## src/rtl/mem_arbiter.sv

```systemverilog
// mem_arbiter: shares one single-port memory between the fetch and data ports; define MEM_ARB_RR_EN for round-robin arbitration
module mem_arbiter #(
    parameter int DATA_W  = 32,
    parameter int ADDR_W  = 32,
    parameter int TIMEOUT = 16
) (
    input  logic              clk,
    input  logic              rst,
    input  logic              if_req,
    input  logic [ADDR_W-1:0] if_addr,
    output logic [DATA_W-1:0] if_rdata,
    output logic              if_ready,
    output logic              if_stall,
    input  logic              d_req,
    input  logic              d_we,
    input  logic [ADDR_W-1:0] d_addr,
    input  logic [DATA_W-1:0] d_wdata,
    output logic [DATA_W-1:0] d_rdata,
    output logic              d_ready,
    output logic              d_stall,
    output logic              mem_en,
    output logic              mem_we,
    output logic [ADDR_W-1:0] mem_addr,
    output logic [DATA_W-1:0] mem_wdata,
    input  logic [DATA_W-1:0] mem_rdata,
    input  logic              mem_ack,
    output logic              bus_err
);
    typedef enum logic [1:0] {IDLE, BUSY, DONE} state_t;
    localparam logic [7:0]        TO_LAST  = 8'(TIMEOUT - 1);
    localparam logic [DATA_W-1:0] ERR_DATA = DATA_W'(32'hDEADBEEF);
    state_t            state_q, state_d;
    logic              owner_q, owner_d;
    logic [7:0]        cnt_q, cnt_d;
    logic              mem_en_q, mem_en_d, mem_we_q, mem_we_d;
    logic [ADDR_W-1:0] mem_addr_q, mem_addr_d;
    logic [DATA_W-1:0] mem_wdata_q, mem_wdata_d;
    logic [DATA_W-1:0] if_rdata_q, if_rdata_d, d_rdata_q, d_rdata_d;
    logic              if_ready_q, if_ready_d, d_ready_q, d_ready_d;
    logic              bus_err_q, bus_err_d;
    logic              grant_data;
`ifdef MEM_ARB_RR_EN
    logic last_q, last_d;
    assign grant_data = d_req & (~if_req | ~last_q);
    assign last_d = (state_q == IDLE && (if_req | d_req)) ? grant_data : last_q;
    // remember which port won the last grant so contention alternates
    always_ff @(posedge clk) last_q <= rst ? 1'b0 : last_d;
`else
    assign grant_data = d_req;
`endif
    // state and registered outputs
    always_ff @(posedge clk) begin
        if (rst) begin
            state_q     <= IDLE;
            owner_q     <= 1'b0;
            cnt_q       <= '0;
            mem_en_q    <= 1'b0;
            mem_we_q    <= 1'b0;
            mem_addr_q  <= '0;
            mem_wdata_q <= '0;
            if_rdata_q  <= '0;
            d_rdata_q   <= '0;
            if_ready_q  <= 1'b0;
            d_ready_q   <= 1'b0;
            bus_err_q   <= 1'b0;
        end else begin
            state_q     <= state_d;
            owner_q     <= owner_d;
            cnt_q       <= cnt_d;
            mem_en_q    <= mem_en_d;
            mem_we_q    <= mem_we_d;
            mem_addr_q  <= mem_addr_d;
            mem_wdata_q <= mem_wdata_d;
            if_rdata_q  <= if_rdata_d;
            d_rdata_q   <= d_rdata_d;
            if_ready_q  <= if_ready_d;
            d_ready_q   <= d_ready_d;
            bus_err_q   <= bus_err_d;
        end
    end
    // grant in IDLE, hold the access in BUSY until ack or timeout, pulse ready in DONE
    always_comb begin
        state_d     = state_q;
        owner_d     = owner_q;
        cnt_d       = cnt_q;
        mem_en_d    = mem_en_q;
        mem_we_d    = mem_we_q;
        mem_addr_d  = mem_addr_q;
        mem_wdata_d = mem_wdata_q;
        if_rdata_d  = if_rdata_q;
        d_rdata_d   = d_rdata_q;
        if_ready_d  = 1'b0;
        d_ready_d   = 1'b0;
        bus_err_d   = bus_err_q;
        case (state_q)
            IDLE: if (if_req | d_req) begin
                state_d     = BUSY;
                owner_d     = grant_data;
                cnt_d       = '0;
                mem_en_d    = 1'b1;
                mem_we_d    = grant_data & d_we;
                mem_addr_d  = grant_data ? d_addr : if_addr;
                mem_wdata_d = grant_data ? d_wdata : '0;
            end
            BUSY: if (mem_ack || cnt_q == TO_LAST) begin
                state_d    = DONE;
                cnt_d      = '0;
                mem_en_d   = 1'b0;
                mem_we_d   = 1'b0;
                bus_err_d  = bus_err_q | ~mem_ack;
                if_ready_d = ~owner_q;
                d_ready_d  = owner_q;
                if (!owner_q) if_rdata_d = mem_ack ? mem_rdata : ERR_DATA;
                else if (!mem_we_q) d_rdata_d = mem_ack ? mem_rdata : ERR_DATA;
            end else cnt_d = cnt_q + 8'd1;
            default: state_d = IDLE;
        endcase
    end
    assign if_rdata  = if_rdata_q;
    assign if_ready  = if_ready_q;
    assign if_stall  = if_req & ~if_ready_q;
    assign d_rdata   = d_rdata_q;
    assign d_ready   = d_ready_q;
    assign d_stall   = d_req & ~d_ready_q;
    assign mem_en    = mem_en_q;
    assign mem_we    = mem_we_q;
    assign mem_addr  = mem_addr_q;
    assign mem_wdata = mem_wdata_q;
    assign bus_err   = bus_err_q;
endmodule

```

## config.mk

```make
export PLATFORM = sky130hd
export DESIGN_NAME = mem_arbiter
export DESIGN_NICKNAME = d
export VERILOG_FILES = /design/src/rtl/mem_arbiter.sv
export SDC_FILE = /design/constraint.sdc
export NUM_CORES = 1
export LEC_CHECK = 0
export BUFFER_PORTS_ARGS = -buffer_cell sky130_fd_sc_hd__buf_4
export CORE_UTILIZATION = 25
export DETAILED_ROUTE_END_ITERATION = 7
export SLEW_MARGIN = 15
export SYNTH_ARGS = -nofsm -noshare
export SYNTH_HDL_FRONTEND = slang
export SYNTH_SLANG_ARGS = --single-unit
```

## constraint.sdc

```tcl
create_clock -name clk -period 2.5 [get_ports clk]
set_input_delay 0.75 -clock clk [delete_from_list [all_inputs] [get_ports clk]]
set_output_delay 0.75 -clock clk [all_outputs]
set_load 0.02 [all_outputs]
```

==> results of run 1 <==
==> worst register-to-register path: stages, from the launching register on <==
cell      delay [ns]
dfxtp_1         0.36
ha_1            0.21
and3_1          0.23
a21oi_1         0.10
nor2_1          0.69
a211oi_1        0.18
==> through the flow <==
| stage | power [uW] | setup WS [ns] | hold slack, ns | util (%) |
|---|---|---|---|---|
| after floorplan | 3160 | 0.184 | 0.493 | - |
| after global placement | 3680 | 0.417 | 0.466 | 36.0 |
| after detailed placement | 3690 | 0.321 | 0.467 | 36.0 |
| after CTS | 6250 | 0.532 | 0.480 | 38.6 |
| after global routing | 6430 | 0.396 | 0.505 | 38.6 |
| final | 6160 | 0.556 | 0.472 | 38.6 |
==> cells by family (layout without fill, tap and decap cells) <==
kind of cell	after synthesis	count (layout)	share of synthesized area, %
buffers and inverters	56	318	5.03
XOR/XNOR	3	3	0.472
multiplexers	33	33	5.93
AO/OA/AOI/OAI	171	171	19.1
adder cells (fa/ha/maj)	1	1	0.224
AND/OR/NAND/NOR	215	215	17.6
flip-flops	144	144	51.7
==> power by group through the flow <==
stage,clock [uW],combinational (uW),sequential (uW)
floorplan,0,418,2740
global placement,0,1110,2570
detailed placement,0,1120,2570
CTS,2600,1120,2520
global route,2690,1200,2540
finish,2530,1100,2520
==> cells in the mapped netlist (all sizes together) (2+ instances only) <==
cell and count:
dfxtp 144, nor2 123, a21oi 78, nor3 55, a211oi 41, a22oi 34
buf 34, mux2i 33, clkbuf 21, nand2 14, o21ai 12, nor4 5
nand3 3, nor2b 3, o21a 3, xnor2 3, a31oi 2, nand3b 2
nor3b 2, or2 2
==> worst paths after layout <==
kind | startpoint | end | slack, ns | cells past startpoint
setup / recovery | cnt_q[0] | if_rdata[29] | 0.56 | 5
hold reg to reg | bus_err | bus_err | 0.47 | 2
setup reg to reg | cnt_q[0] | if_rdata[29] | 0.56 | 5
hold / removal | bus_err | bus_err | 0.47 | 2
==> registers in the layout, summed over array words and instances (netlist names) <==
name / cells
d_ready: 1
state_q: 2
if_rdata: 32
owner_q: 1
bus_err: 1
if_ready: 1
mem_en: 1
cnt_q: 8
mem_we: 1
mem_wdata: 32
d_rdata: 32
mem_addr: 32
==> cell type report <==
type,instances,share of cell area [%]
Sequential cell,144,34.2
Multi-Input combinational cell,423,28.7
Timing Repair Buffer,285,26.0
Clock buffer,17,5.04
Tap cell,280,4.15
Clock inverter,15,1.88
Inverter,1,0.0445
==> metal layers <==
layer | track usage (%) | share of wire, %
met1 | 17.5 | 42
met2 | 25.5 | 49
met3 | 4.73 | 7.9
met4 | 4.90 | 1.3
met5 | 0 | 0
==> reports/results.txt, run 1 <==
IO Pins - 269
Nets - 1007
Worst-path fanout max - 11
Worst skew pair latency - 0.41 ns
Vias in the first global route - 5084
Drt first pass iters - 6
Most frequent cells in the layout - 281 x buf_4, 144 x dfxtp_1, 122 x nor2_1
GP Congestion - 0.762
Layout cells sized above 1 - 36.9%
Syn Nets - 758
CTS resizes - 0
Synth unique cells - 37
Pwr Density - 730 nW/um2
Fin crit period - 1.94 ns
Critical path class - reg -> reg
Synthesized cell area - 5570 um2
H-tree depth - 4
Worst vdd ir - 359 uV
Synth Instances - 623
# rows - 54
Global-route wire length before repair - 26.3 mm
Port bufs - 268
Slew Viols, Final - 0
Multi-input logic area - 2420 um2
Max frequency - 514 MHz
Vias per cell - 4.62
Clock tree root buffer cell - clkbuf_16
Max-cap violations - 0
Core area - 21800 um2
GRT Overall Usage - 14.9%
Register share of total power - 41.0%
Final Cell Area - 8430 um2
Detailed placer's ending HPWL - 12.0 mm
Sw Ratio - 28.2%
EDFF count, synth - 0
Most common cell after layout, fill and taps aside - buf_4
Setup bufs post-CTS - 0
Skew final - 0.00600 ns
GRT overflow - 0
Hold Crit Class - reg -> reg
Internal cell power - 4420 uW
Worst Setup End Kind - register
Routed length per instance - 14.9 um
Worst Path Buf+Inv - 0
Clock Sinks - 144
Worst-path clk slew - 0.06 ns
# diodes - 0
Post-Place Cells - 1133
Slowest cell on crit path - nor2_1
Critical path's top delay family - simple AND/OR/NAND/NOR gates
Power share of the clock group - 41.1%
Cell taking the most area after synthesis - dfxtp_1
Placed cell areas - 7850 um2
CP max stage delay - 0.69 ns
DRC violations left - 0
Largest net degree at the start of global routing - 44
Num CTS Buffers - 17
Unrepaired setup endpoints after global routing - no
Leakage - 0.00367 uW
Initial DRC Count - 299
Final hold viol count - 0
Chip height - 151 um
Post-route ant nets - 0
Gate power share - 17.9%
FILL cells - 2241
Antenna violations before repair - 0
Synth Flop Type - dfxtp_1
Slew @ Worst Pin - 0.928 ns
Worst path required time - 2.75 ns
Period utilization - 77.8%
Arrival time at the worst endpoint - 2.19 ns
Die Wd - 151 um
Vias - 5385
Die area - 22900 um2
FFs w/ async S/R, synth - 0%
Sequential-to-total area share from yosys stat - 51.7%
Sequential cell area - 2880 um2
Yosys warnings - 0
Clock tree buffer depth - 2
Post-Route WL - 17.4 mm
Final Setup Violations - 0
Largest cells by area after synthesis - dfxtp_1 52%, nor2_1 8.3%, a21oi_1 7.0%
Post-synthesis average cell area - 8.95 um2
Initial Util - 25.5%
Setup TNS - 0 ns
Share of Yosys cell area claimed by the top area cell type - 51.7%
Seq cells post-synth - 144
Hold buffer count at cts - 0
CP Cell Sequence - ha_1, and3_1, a21oi_1, nor2_1, a211oi_1
Fin cells - 1165
Psw - 1740 uW
CTS tree - done
Slew HR - 38.2%
Area grow syn2layout - 51.3%
Status - finished clean
CP Launch Type - register
(Power assumes the default switching activity.)
==> inputs of run 2 (changes only) <==
==> constraint.sdc (replaced) <==
create_clock -name clk -period 1.7 [get_ports clk]
set_input_delay 0.51 -clock clk [delete_from_list [all_inputs] [get_ports clk]]
set_output_delay 0.51 -clock clk [all_outputs]
set_load 0.02 [all_outputs]
==> run 2 against run 1 <==
Power rose by 55%. Combinational power rose by 52%. Non-clock buffer count rose by 16. Sequential share of layout area fell by 1.1 points. Maximum frequency rose by 25%. Highest routed layer unchanged.
==> reports/results.txt, run 2 (synthesis results as in run 1) <==
GRT Overall Usage - 14.6%
GP Congestion - 0.740
Power share of the clock group - 43.7%
Chip height - 151 um
Worst R2R Setup Slack - 0.14 ns
Nets - 1023
Worst-path clk slew - 0.07 ns
CTS tree - done
Post-route ant nets - 0
Vias - 5405
# diodes - 0
Largest net degree at the start of global routing - 51
Slew @ Worst Pin - 0.524 ns
Leakage - 0.00381 uW
Die area - 22900 um2
CP Cell Sequence - ha_1, and3_1, a21oi_1, nor2_2, a211oi_1
Num CTS Buffers - 17
Vias per cell - 4.58
FILL cells - 2228
Sequential cell area - 2880 um2
# rows - 54
Multi-input logic area - 2430 um2
Antenna violations before repair - 0
CP Launch Type - register
Vias in the first global route - 5138
Worst vdd ir - 560 uV
Pwr Density - 1100 nW/um2
Period utilization - 91.6%
H-tree depth - 4
Worst Setup End Kind - register
Critical path class - reg -> reg
Max-cap violations - 0
Final hold viol count - 0
Area grow syn2layout - 56.5%
Arrival time at the worst endpoint - 1.83 ns
Drt first pass iters - 4
Slew Viols, Final - 0
IO Pins - 269
Initial Util - 25.5%
Worst Min Path Start - d_wdata[5]
Setup TNS - 0 ns
Die Wd - 151 um
Post-Route WL - 17.0 mm
Port bufs - 268
Skew final - 0.00782 ns
Reg-to-Reg Start - cnt_q[1]
Most common cell after layout, fill and taps aside - buf_4
Worst skew pair latency - 0.41 ns
Core area - 21800 um2
DRC violations left - 0
GRT overflow - 0
Slew HR - 65.0%
Clock tree buffer depth - 2
Hold Crit Class - in -> reg
Routed length per instance - 14.4 um
Initial DRC Count - 167
Layout cells sized above 1 - 38.3%
Internal cell power - 7010 uW
Gate power share - 17.5%
CP max stage delay - 0.43 ns
Clock Sinks - 144
Slowest cell on crit path - nor2_2
Most frequent cells in the layout - 290 x buf_4, 144 x dfxtp_1, 121 x nor2_1
Worst path required time - 1.97 ns
Worst setup path startpoint - cnt_q[1]
Setup bufs post-CTS - 0
Unrepaired setup endpoints after global routing - no
Register share of total power - 38.9%
Clock tree root buffer cell - clkbuf_16
Worst-path fanout max - 11
Sw Ratio - 26.6%
Hold buffer count at cts - 0
Detailed placer's ending HPWL - 12.0 mm
Psw - 2540 uW
Status - finished clean
Final Setup Violations - 0
Hold_ws - 0.342 ns
Fin crit period - 1.56 ns
Max frequency - 642 MHz
Global-route wire length before repair - 26.1 mm
==> run 2: stage by stage <==
stage                     instance area [um2]  util, %  instances  power, uW  setup WS, ns
after global routing                     8720     40.0       1181      10000      0.000573
after global placement                   8060     36.9       1149       5460        -0.111
final                                    8720     40.0       1181       9550         0.142
after floorplan                          5580        -        623       4650        0.0762
after CTS                                8720     39.9       1181       9720        0.0884
after detailed placement                 8060     36.9       1149       5480        -0.143
==> run 2: critical path: cells and delay by family, from the launching register on <==
family | cells | cell delay (ns)
and+or+nand+nor | 2 | 0.66
DFF | 1 | 0.33
AOI/OAI and AO/OA | 2 | 0.25
adders and majority gates | 1 | 0.17
==> run 2: final timing paths <==
kind | cells after the start | to
max | 5 | if_rdata[24]
max reg2reg | 5 | if_rdata[24]
min | 3 | mem_wdata[5]
min reg2reg | 2 | bus_err
==> run 2: timing repair <==
item / 4_1_cts / 5_1_grt
setup endpoints to repair: 11 / 1
pin swaps: 0 / 0
cloned: 0 / 0
gates resized for setup: 1 / 1
==> run 2: power by group through the flow <==
| stage | registers (uW) | logic (uW) | clock network (uW) |
|---|---|---|---|
| floorplan | 4030 | 616 | 0 |
| global placement | 3780 | 1680 | 0 |
| detailed placement | 3790 | 1690 | 0 |
| CTS | 3710 | 1690 | 4310 |
| global route | 3740 | 1810 | 4450 |
| finish | 3710 | 1670 | 4170 |
==> run 2: metal layers <==
layer	share of wire (%)	up-vias	track usage (%)
li1	-	2747	-
met1	44	2485	17.7
met2	48	159	24.9
met3	6.6	14	4.37
met4	1.1	0	4.15
met5	0	-	0
==> run 2: area by class of cell <==
type / instances / area share [%]
clock inverter: 14 / 2.61
inverter: 1 / 0.0430
multi-input combinational: 423 / 27.9
sequential: 144 / 33.1
clock buffer: 18 / 4.92
timing repair buffer: 301 / 27.5
tap: 280 / 4.02
